==> config.mk <==
export PLATFORM = sky130hd
export DESIGN_NAME = multiplier_datapath
export DESIGN_NICKNAME = d
export VERILOG_FILES = /design/src/rtl/multiplier_pkg.sv /design/src/rtl/multiplier_datapath_adder.sv /design/src/rtl/multiplier_datapath.sv
export SDC_FILE = /design/constraint.sdc
export NUM_CORES = 1
export LEC_CHECK = 0
export ABC_AREA = 0
export CORE_UTILIZATION = 45
export DETAILED_ROUTE_END_ITERATION = 12
export PLACE_DENSITY_LB_ADDON = 0.2
export SKIP_LAST_GASP = 1
export SYNTH_ARGS = -nofsm -noshare
export SYNTH_HDL_FRONTEND = slang
export SYNTH_SLANG_ARGS = --single-unit
==> constraint.sdc <==
create_clock -name clock -period 6.4 [get_ports clock]
set_clock_uncertainty 0.2 [all_clocks]
set_input_delay 1.28 -clock clock [delete_from_list [all_inputs] [get_ports clock]]
set_output_delay 1.28 -clock clock [all_outputs]
set_load 0.005 [all_outputs]
==> src/rtl/multiplier_pkg.sv <==
// Shared width and word types for the shift-add multiplier (sequencer, datapath, top level).
package multiplier_pkg;

    localparam int N_DEF = 8;

    typedef logic [N_DEF-1:0]   operand_t;
    typedef logic [2*N_DEF-1:0] product_t;

endpackage

==> src/rtl/multiplier_datapath_adder.sv <==
// N-bit ripple-carry adder.
// Kept as its own module so it can be swapped for a faster structure without touching the datapath.
module multiplier_datapath_adder
    import multiplier_pkg::*;
#(
    parameter int N = N_DEF
) (
    input  logic [N-1:0] a,
    input  logic [N-1:0] b,
    output logic [N-1:0] sum,
    output logic         cout
);

    logic [N:0] w_carry;

    assign w_carry[0] = 1'b0;

    for (genvar i = 0; i < N; i++) begin : g_bit
        assign sum[i]       = a[i] ^ b[i] ^ w_carry[i];
        assign w_carry[i+1] = (a[i] & b[i]) | (w_carry[i] & (a[i] ^ b[i]));
    end

    assign cout = w_carry[N];

endmodule

==> src/rtl/multiplier_datapath.sv <==
// Shift-add multiplier datapath: M, carry C, accumulator A and multiplier/low-product Q.
// Executes sequencer commands and returns Q0 for its add decision.
module multiplier_datapath
    import multiplier_pkg::*;
#(
    parameter int N = N_DEF
) (
    input  logic           clock,
    input  logic           n_reset,
    input  logic           reset,
    input  logic           add,
    input  logic           shift,
    input  logic [N-1:0]   multiplicand,
    input  logic [N-1:0]   multiplier,
    output logic           Q0,
    output logic [2*N-1:0] product
);

    logic [N-1:0] r_m;
    logic [N-1:0] r_a;
    logic [N-1:0] r_q;
    logic         r_c;

    logic [N-1:0] w_sum;
    logic         w_cout;

    multiplier_datapath_adder #(.N(N)) u_adder (
        .a    (r_a),
        .b    (r_m),
        .sum  (w_sum),
        .cout (w_cout)
    );

    always_ff @(posedge clock or negedge n_reset) begin
        if (!n_reset) begin
            r_m <= '0;
            r_a <= '0;
            r_q <= '0;
            r_c <= 1'b0;
        end else if (reset) begin
            r_m <= multiplicand;
            r_a <= '0;
            r_q <= multiplier;
            r_c <= 1'b0;
        end else if (add && shift) begin
            // fused step: the adder carry lands directly in A's MSB
            r_c <= 1'b0;
            r_a <= {w_cout, w_sum[N-1:1]};
            r_q <= {w_sum[0], r_q[N-1:1]};
        end else if (add) begin
            r_c <= w_cout;
            r_a <= w_sum;
        end else if (shift) begin
            r_c <= 1'b0;
            r_a <= {r_c, r_a[N-1:1]};
            r_q <= {r_a[0], r_q[N-1:1]};
        end
    end

    assign Q0      = r_q[0];
    assign product = {r_a, r_q};

endmodule

## Yosys cells after proc, flatten, opt, wreduce, memory -nomap -nowiden

Index checks and enable logic that the tools add are counted.

| storage, ports and cells | value |
|---|---|
| logic and storage cells | 58 |
| memory bits (read-only) | 0 |
| register bits after elaboration | 25 |
| memories kept | 0 |
| bits in latches | 0 |
| output and inout bits | 17 |
| input port bits | 21 |
| memory bits (writable) | 0 |

| operators by class | value |
|---|---|
| bitwise gates (word level) | 37 |
| div/mod/pow operators | 0 |
| add/sub/neg operators | 0 |
| reduce and logical (&&, ||, !) cells | 4 |
| multipliers | 0 |
| magnitude comparators | 0 |
| muxes and demuxes | 12 |
| shift operators | 0 |
| eq/ne operators | 1 |

Operator list:

| cell | count |
|---|---|
| 8-bit 2-to-1 mux | 8 |
| 1-bit AND | 15 |
| 1-bit XOR | 15 |
| 1-bit OR | 7 |
| 1-bit 2-to-1 mux | 4 |
| 4-bit nonzero test | 1 |
| 3-bit by 2-bit != test with 1-bit output (second input constant) | 1 |
| 3-bit nonzero test | 1 |
| 2-bit AND reduction | 1 |
| 1-bit logical AND | 1 |

## Logic depth before layout (Yosys ltp)

Gate-level depths: netlist (run 1).

| depth | value |
|---|---|
| depth after elaboration | 18 |
| mapped depth | 14 |
| depth with buffers taken out | 14 |

## Modules after synthesis

A second synthesis (run 1) with hierarchy kept.

| unflattened totals | value |
|---|---|
| cell total of the unflattened synthesis | 113 |
| area total of the unflattened synthesis | 1,376.3 sq um |

By module, submodules not included:

| module | instances | sequential area each (sq um) | cells an instance | area an instance (sq um) |
|---|---|---|---|---|
| multiplier_datapath | 1 | 625.6 | 95 | 1,186.1 |
| multiplier_datapath_adder | 1 | 0.0 | 18 | 190.2 |

## Least setup slack after synthesis (run 1)

OpenSTA, ideal clock, no wires.

| path | value |
|---|---|
| kind | reg2reg |
| start | register r_a[0] |
| end | register r_a[7] |
| arrival time | 3,420 ps |
| buffers on the path | 0 |
| required time | 6,072 ps |
| slack | 2,652 ps |
| library setup time | 128 ps |
| clock period less this slack | 3,748 ps |
| stages on the path, launching flop included | 15 |
| cells stage by stage | dfrtp_1 ha_1 inv_1 fa_1 fa_1 fa_1 fa_1 inv_1 fa_1 inv_1 fa_1 fa_1 nor2_1 a21oi_1 o22ai_2 |

| between the ends | value |
|---|---|
| word-level cells in the longest chain between the ends | 17 |
| elaborated cells on any way between the ends | 19 |
| those cells by class | 3 x mux; 16 x bitwise |

RTL lines:

| what | RTL line | text |
|---|---|---|
| start: declaration | multiplier_datapath.sv:20 | `logic [N-1:0] r_a;` |
| start signal: assignment | multiplier_datapath.sv:48 | `r_a <= {w_cout, w_sum[N-1:1]};` |
| start signal: assignment | multiplier_datapath.sv:52 | `r_a <= w_sum;` |
| start signal: assignment | multiplier_datapath.sv:55 | `r_a <= {r_c, r_a[N-1:1]};` |
| 1-bit AND * (2 in series) | multiplier_datapath_adder.sv:20 | `assign w_carry[i+1] = (a[i] & b[i]) \| (w_carry[i] & (a[i] ^ b[i]));` |
| 1-bit OR * | multiplier_datapath_adder.sv:20 |  |
| 1-bit AND * | multiplier_datapath_adder.sv:20 |  |
| 1-bit OR * | multiplier_datapath_adder.sv:20 |  |
| 1-bit AND * | multiplier_datapath_adder.sv:20 |  |
| 1-bit OR * | multiplier_datapath_adder.sv:20 |  |
| 1-bit AND * | multiplier_datapath_adder.sv:20 |  |
| 1-bit OR * | multiplier_datapath_adder.sv:20 |  |
| 1-bit AND * | multiplier_datapath_adder.sv:20 |  |
| 1-bit OR * | multiplier_datapath_adder.sv:20 |  |
| 1-bit AND * | multiplier_datapath_adder.sv:20 |  |
| 1-bit OR * | multiplier_datapath_adder.sv:20 |  |
| 1-bit XOR / 1-bit AND (equally long branches) | multiplier_datapath_adder.sv:19, multiplier_datapath_adder.sv:20 |  |
| 8-bit 2-to-1 mux / 1-bit OR (equally long branches) | multiplier_datapath.sv:50, multiplier_datapath_adder.sv:20 |  |
| 8-bit 2-to-1 mux * | multiplier_datapath.sv:45 | `end else if (add && shift) begin` |
| 8-bit 2-to-1 mux * | multiplier_datapath.sv:40 | `end else if (reset) begin` |

Mark *: on every way between the ends. The rest lies on a longest branch, timed or not.
A chain may end at the register's enable or synchronous reset.

## Worst setup path after layout (run 1)

Ends and elaborated chain as after synthesis.

==> impl_results.md, run 1 <==
* PD cells at 216 nW/um^2
* Final WS setup at 2.50 ns
* Mapped Cells at 130
* IO Pins at 38
* Minimum clock period at 3.90 ns
* CTS tree: built
* Nets@finish at 194
* Worst-path fanout max at 4
* Avg Cell Area, Syn at 11.1 um^2
* DRC at 0
* Synth Cell Area at 1440 um^2
* Die height at 58.6 um
* Max IR drop VDD at 0.0938 mV
* CTS hold repair buffers at 0
* Distinct cells, synth at 21
* Status: finished, final reports clean
* Clock transition at path regs at 0.14 ns
* CP Data Required Time at 6.41 ns
* Worst EP arrival at 3.91 ns
* Post-CTS Resized at 0
* Pleak at 0.000822 uW
* PortBufs at 37
* First-pass GRT wire length at 4860 um
* Worst-Skew Late Latency at 0.33 ns
* Row cnt at 20
* Worst Tran Pin Value at 1.12 ns
* Clock Sinks at 25
* ANT nets after route at 0
* 1st-iter DRT viols at 64
* Crit share post-route at 0.610
* Max Slew Vio Count at 0
* F_max at 256 MHz
* GP Congestion at 0.688
* Number of vias per cell at 5.01
* Post-synth top area share at 0.434
* Vias in the first global route at 1085
* WL final at 2660 um
* 1st-pass router iterations at 4
* Inst Count DP at 204
* DP Wirelength at 1940 um
* Net Count, Synth at 159
* Die Wd at 58.6 um
* # H-tree levels at 1
* WL per Instance at 12.8 um
* Max-slew headroom at 0.252
* Fin. Hold Viols at 0
* Grt ovf at 0
* Pin count of the biggest net entering global routing at 34
* Switching part of the total at 0.305
* Yosys top cell by area: dfrtp_1
* Number of buffers created by CTS at 3
* Hold crit path type: reg -> reg
* Synth top area cells: dfrtp_1, mux2i_1, fa_1
* Initial antenna violation count at 0
* Finish-stage setup viols at 0
* Share of layout cells above drive strength 1 at 0.110
* Pre-CTS WS at 2.49 ns
* Total number of vias at 1042
* Maximum Capacitance Violations at 0
* Fin Setup TNS at 0 ns
* Seq/Total Area, Yosys at 0.434
* Logic pwr share at 0.346
* NetSw at 122 uW
* Syn-to-layout area delta at 28.1%
* Setup crit start kind: register
* Post-CTS Setup Bufs at 0
* Clock tree buffer depth at 2
* RSZ-0062 raised after global routing: false
* Root Driver: clkbuf_4
* Setup CP Type: reg -> reg
* Total track usage at 0.188
* Int Pwr at 278 uW
* Starting Density at 0.473
* Syn. warnings at 0
* Ant. Diodes at 0
* Total core area at 3050 um^2
* Sequential Power Share at 0.474
* Final cell count without fillers at 208
* Clock group share of total power at 0.181
* Total Die Area at 3440 um^2
* Synthesis-stage register bit count at 25
* Worst setup EP type: register
-- state kept, by name (all words and copies together) (netlist names) --
name,cells
r_m,8
r_c,1
r_q,8
r_a,8
-- cells in the mapped netlist (all sizes together) --
| cell type | instances |
|---|---|
| ha | 1 |
| o21ai | 15 |
| mux2i | 18 |
| nor2 | 3 |
| fa | 7 |
| or2 | 1 |
| inv | 17 |
| dfrtp | 25 |
| a21oi | 2 |
| nand2 | 15 |
| a211oi | 1 |
| nand2b | 1 |
| mux2 | 5 |
| o22ai | 8 |
| a21o | 1 |
| buf | 9 |
| nor3 | 1 |
-- critical path: stages (launching register included) --
cell	delay, ns
dfrtp_1	0.41
ha_1	0.16
inv_1	0.05
fa_1	0.37
fa_1	0.39
fa_1	0.39
fa_1	0.36
inv_1	0.07
fa_1	0.15
inv_1	0.05
fa_1	0.37
fa_1	0.51
nor2_1	0.04
a21oi_1	0.16
o22ai_2	0.10
-- worst paths after layout --
check	to	slack [ns]	cells after the start	start
setup / recovery	r_a[7]	2.50	14	r_a[0]
hold / removal	r_m[0]	0.32	1	r_m[0]
setup reg to reg	r_a[7]	2.50	14	r_a[0]
hold reg to reg	r_m[0]	0.32	1	r_m[0]
max in group asynchronous	r_q[1]	3.99	1	n_reset
min in group asynchronous	r_a[3]	1.34	1	n_reset
-- routing by layer --
layer	global-route usage	vias to the layer above	wire length (um)
met4	0.0714	0	48
met5	0	-	0
met1	0.237	515	1160
met3	0.0220	5	92
li1	-	495	-
met2	0.330	27	1360
-- stage by stage --
stage	instance area (um^2)	hold slack (ns)	power, uW	util
final	1850	0.316	400	0.605
after global routing	1850	0.343	429	0.605
after CTS	1850	0.324	405	0.605
after detailed placement	1820	0.293	332	0.596
after global placement	1820	0.291	327	0.596
after floorplan	1440	0.262	277	-
-- power by group through the flow --
stage / clock, uW / sequential [uW] / combinational (uW)
2_1_floorplan: 0 / 191 / 86.0
3_3_place_gp: 0 / 192 / 135
3_5_place_dp: 0 / 193 / 139
4_1_cts: 75.2 / 190 / 140
5_1_grt: 79.9 / 192 / 156
6_report: 72.4 / 189 / 138
-- cell families (layout without fill, tap and decap cells) --
| group | after synthesis | count (layout) | synth area share |
|---|---|---|---|
| AOI/OAI and AO/OA | 27 | 27 | 0.142 |
| buffers and inverters | 26 | 60 | 0.0876 |
| DFF | 25 | 25 | 0.434 |
| muxes | 23 | 23 | 0.172 |
| and+or+nand+nor | 21 | 21 | 0.0590 |
| adders and majority gates | 8 | 8 | 0.106 |
-- placed cells by master (no fill, tap or decap), types with 3 or more instances in the layout --
cell type	synthesis	final
clkdlybuf4s50_1	0	37
dfrtp_1	25	25
mux2i_1	18	18
inv_1	17	17
nand2_1	15	15
o21ai_1	13	13
o22ai_2	8	8
fa_1	7	7
nor2_1	3	3
mux2_4	3	3
clkbuf_4	0	3
-- final cells by class --
cell class | count | area (um^2)
multi-input combinational | 79 | 691
timing repair buffer | 39 | 385
fill | 283 | 1200
inverter | 17 | 63.8
clock inverter | 1 | 5.00
sequential | 25 | 626
clock buffer | 3 | 22.5
tap | 44 | 55.1
Power figures use the tool's default switching activity.
==> run 2, diff against run 1 <==
Clock period 6.4 ns to 3.99 ns, I/O delays scaled along.
==> run 2 against run 1 <==
Global-route usage is 0.64 points lower; count of clock-buffer cells in the layout unchanged; total power up 61%; critical path type unchanged; highest routed layer unchanged.
==> impl_results.md, run 2 (synthesis gave the netlist of run 1 again) <==
* Status: finished, final reports clean
* GP Congestion at 0.711 (+3.3%)
* DRC at 0 (unchanged)
* Worst setup EP type: register
* CP Data Required Time at 3.98 ns (-2.43 ns)
* Finish-stage setup viols at 0 (unchanged)
* Total track usage at 0.181 (-0.00639)
* Die height at 58.6 um (unchanged)
* Util after Layout at 0.611 (+0.00574)
* Final WS setup at 0.145 ns (-2.35 ns)
* Share of layout cells above drive strength 1 at 0.127 (+0.0167)
* Reg-to-reg endpoint: r_a[7]
* Crit share post-route at 0.964 (+0.354)
* CP dominant cell by count: fa_1
* R2R Path Start: r_a[0]
* Hold path cells at 1 (unchanged)
* Syn-to-layout area delta at 29.3%
* Row cnt at 20 (unchanged)
* Clock Sinks at 25 (unchanged)
* Regs by FF count: r_a: 8 flops, r_m: 8 flops, r_q: 8 flops
* Ant. Diodes at 0 (unchanged)
* Clock tree buffer depth at 2 (unchanged)
* Number of buffers created by CTS at 3 (unchanged)
* Pleak at 0.000832 uW (+1.2%)
* Nets@finish at 196 (+1.0%)
* Commonest non-fill, non-tap cell in the layout: clkdlybuf4s50_1
* 1st-iter DRT viols at 24 (-63%)
* F_max at 260 MHz (+1.6%)
* Hold crit path type: reg -> reg
* Hold EP: r_m[0]
* 1st-pass router iterations at 4 (unchanged)
* Starting Density at 0.473 (unchanged)
* Minimum clock period at 3.85 ns (-0.0598 ns)
* Total power at 644 uW (+61%)
* Vias in the first global route at 1076 (-0.83%)
* Critical Path Max Stage Delay at 0.51 ns (about the same)
* Post-CTS Setup Bufs at 0 (unchanged)
* Max Slew Vio Count at 0 (unchanged)
* Total number of vias at 1055 (+1.2%)
* # H-tree levels at 1 (unchanged)
* Worst-path fanout max at 2 (-2)
* Setup CP Type: reg -> reg
* R2R Setup Slk at 0.14 ns (-2.35 ns)
* Hold Crit Start: r_m[0]
* Grt ovf at 0 (unchanged)
* Worst path cell trace: ha_1 -> inv_1 -> fa_1 -> fa_2 -> fa_1 -> fa_1 -> inv_1 -> fa_1 -> inv_1 -> fa_1 -> fa_1 -> nor2_1 -> a21oi_1 -> o22ai_2
* PD cells at 345 nW/um^2 (+60%)
* Number of vias per cell at 5.02 (+0.28%)
* WL per Instance at 12.6 um (-1.4%)
* Layout fillers at 264 (-6.7%)
* WL final at 2650 um (-0.45%)
* Pin count of the biggest net entering global routing at 31 (-8.8%)
* Max IR drop VDD at 0.151 mV (+61%)
* Total Die Area at 3440 um^2 (unchanged)
* Worst Tran Pin Value at 0.517 ns (-0.601 ns)
* Clock transition at path regs at 0.14 ns (about the same)
* PortBufs at 37 (unchanged)
* Fin Setup TNS at 0 ns (unchanged)
* CTS tree: built
* Initial antenna violation count at 0 (unchanged)
* R2R depth at 14 (unchanged)
* IO Pins at 38 (unchanged)
* Most frequent cells in the layout: clkdlybuf4s50_1, dfrtp_1, mux2i_1
* DP Wirelength at 1980 um (+2.3%)
* Total core area at 3050 um^2 (unchanged)
* First-pass GRT wire length at 4690 um (-3.5%)
* Highest-delay cell along the critical path: fa_1
* Die Wd at 58.6 um (unchanged)
* Worst-Skew Late Latency at 0.32 ns (about the same)
* Root Driver: clkbuf_4
* Fin. Hold Viols at 0 (unchanged)
* Pre-CTS WS at 0.127 ns (-2.36 ns)
* Max-slew headroom at 0.654 (+0.402)
* Worst EP arrival at 3.84 ns (-0.07 ns)
* Setup crit start kind: register
* Maximum Capacitance Violations at 0 (unchanged)
* ANT nets after route at 0 (unchanged)
run 2: cell types whose count changed in the layout (fill, tap and decap cells not counted), sizes merged:
cell	previous run	this run
buf	2	4
run 2: per-layer routing:
layer / vias up / part of all wire / GRT usage
li1: 504 / - / -
met1: 519 / 0.45 / 0.239
met2: 27 / 0.50 / 0.309
met3: 5 / 0.039 / 0.0264
met4: 0 / 0.013 / 0.0612
met5: - / 0 / 0
run 2: how the worst max path moves through the flow:
stage / slack, ns / to / cells past startpoint / from
final: 0.14 / r_a[7] / 14 / r_a[0]
after global routing: -0.006 / r_a[7] / 14 / r_a[0]
after CTS: 0.1 / r_a[7] / 14 / r_a[0]
after detailed placement: 0.13 / r_a[7] / 14 / r_a[0]
after global placement: 0.20 / r_a[7] / 13 / r_a[1]
after floorplan: 0.24 / r_a[7] / 14 / r_a[0]
run 2: what timing repair did:
action                     in CTS  in global routing
hold buffers                    0                  0
setup endpoints to repair       0                  2
resized for setup               0                  1
run 2: metrics by stage:
| stage | hold slack [ns] | cells | area (um^2) |
|---|---|---|---|
| after floorplan | 0.262 | 130 | 1440 |
| after global placement | 0.278 | 206 | 1840 |
| after detailed placement | 0.306 | 206 | 1840 |
| after CTS | 0.343 | 210 | 1860 |
| after global routing | 0.364 | 210 | 1870 |
| final | 0.341 | 210 | 1870 |
run 2: layout make-up:
type | instances | area, um^2 | share of cell area
multi-input cells | 79 | 693 | 0.372
flip-flops and latches | 25 | 626 | 0.335
well taps | 44 | 55.1 | 0.0295
clock inverters | 1 | 5.00 | 0.00268
repair buffers | 41 | 400 | 0.215
clock buffers | 3 | 22.5 | 0.0121
inverters | 17 | 63.8 | 0.0342
run 2: report_power, final:
part | switching, uW | internal (uW)
clock | 77.3 | 37.5
sequential | 22.2 | 281
combinational | 95.9 | 130
total | 195 | 449
run 2: worst max-delay path, delay by kind of cell, from the launching register on:
kind,cells,cell delay (ns)
flops,1,0.38
fa+ha+maj,8,2.64
buf+inv,3,0.17
compound gates,2,0.27
simple gates,1,0.04
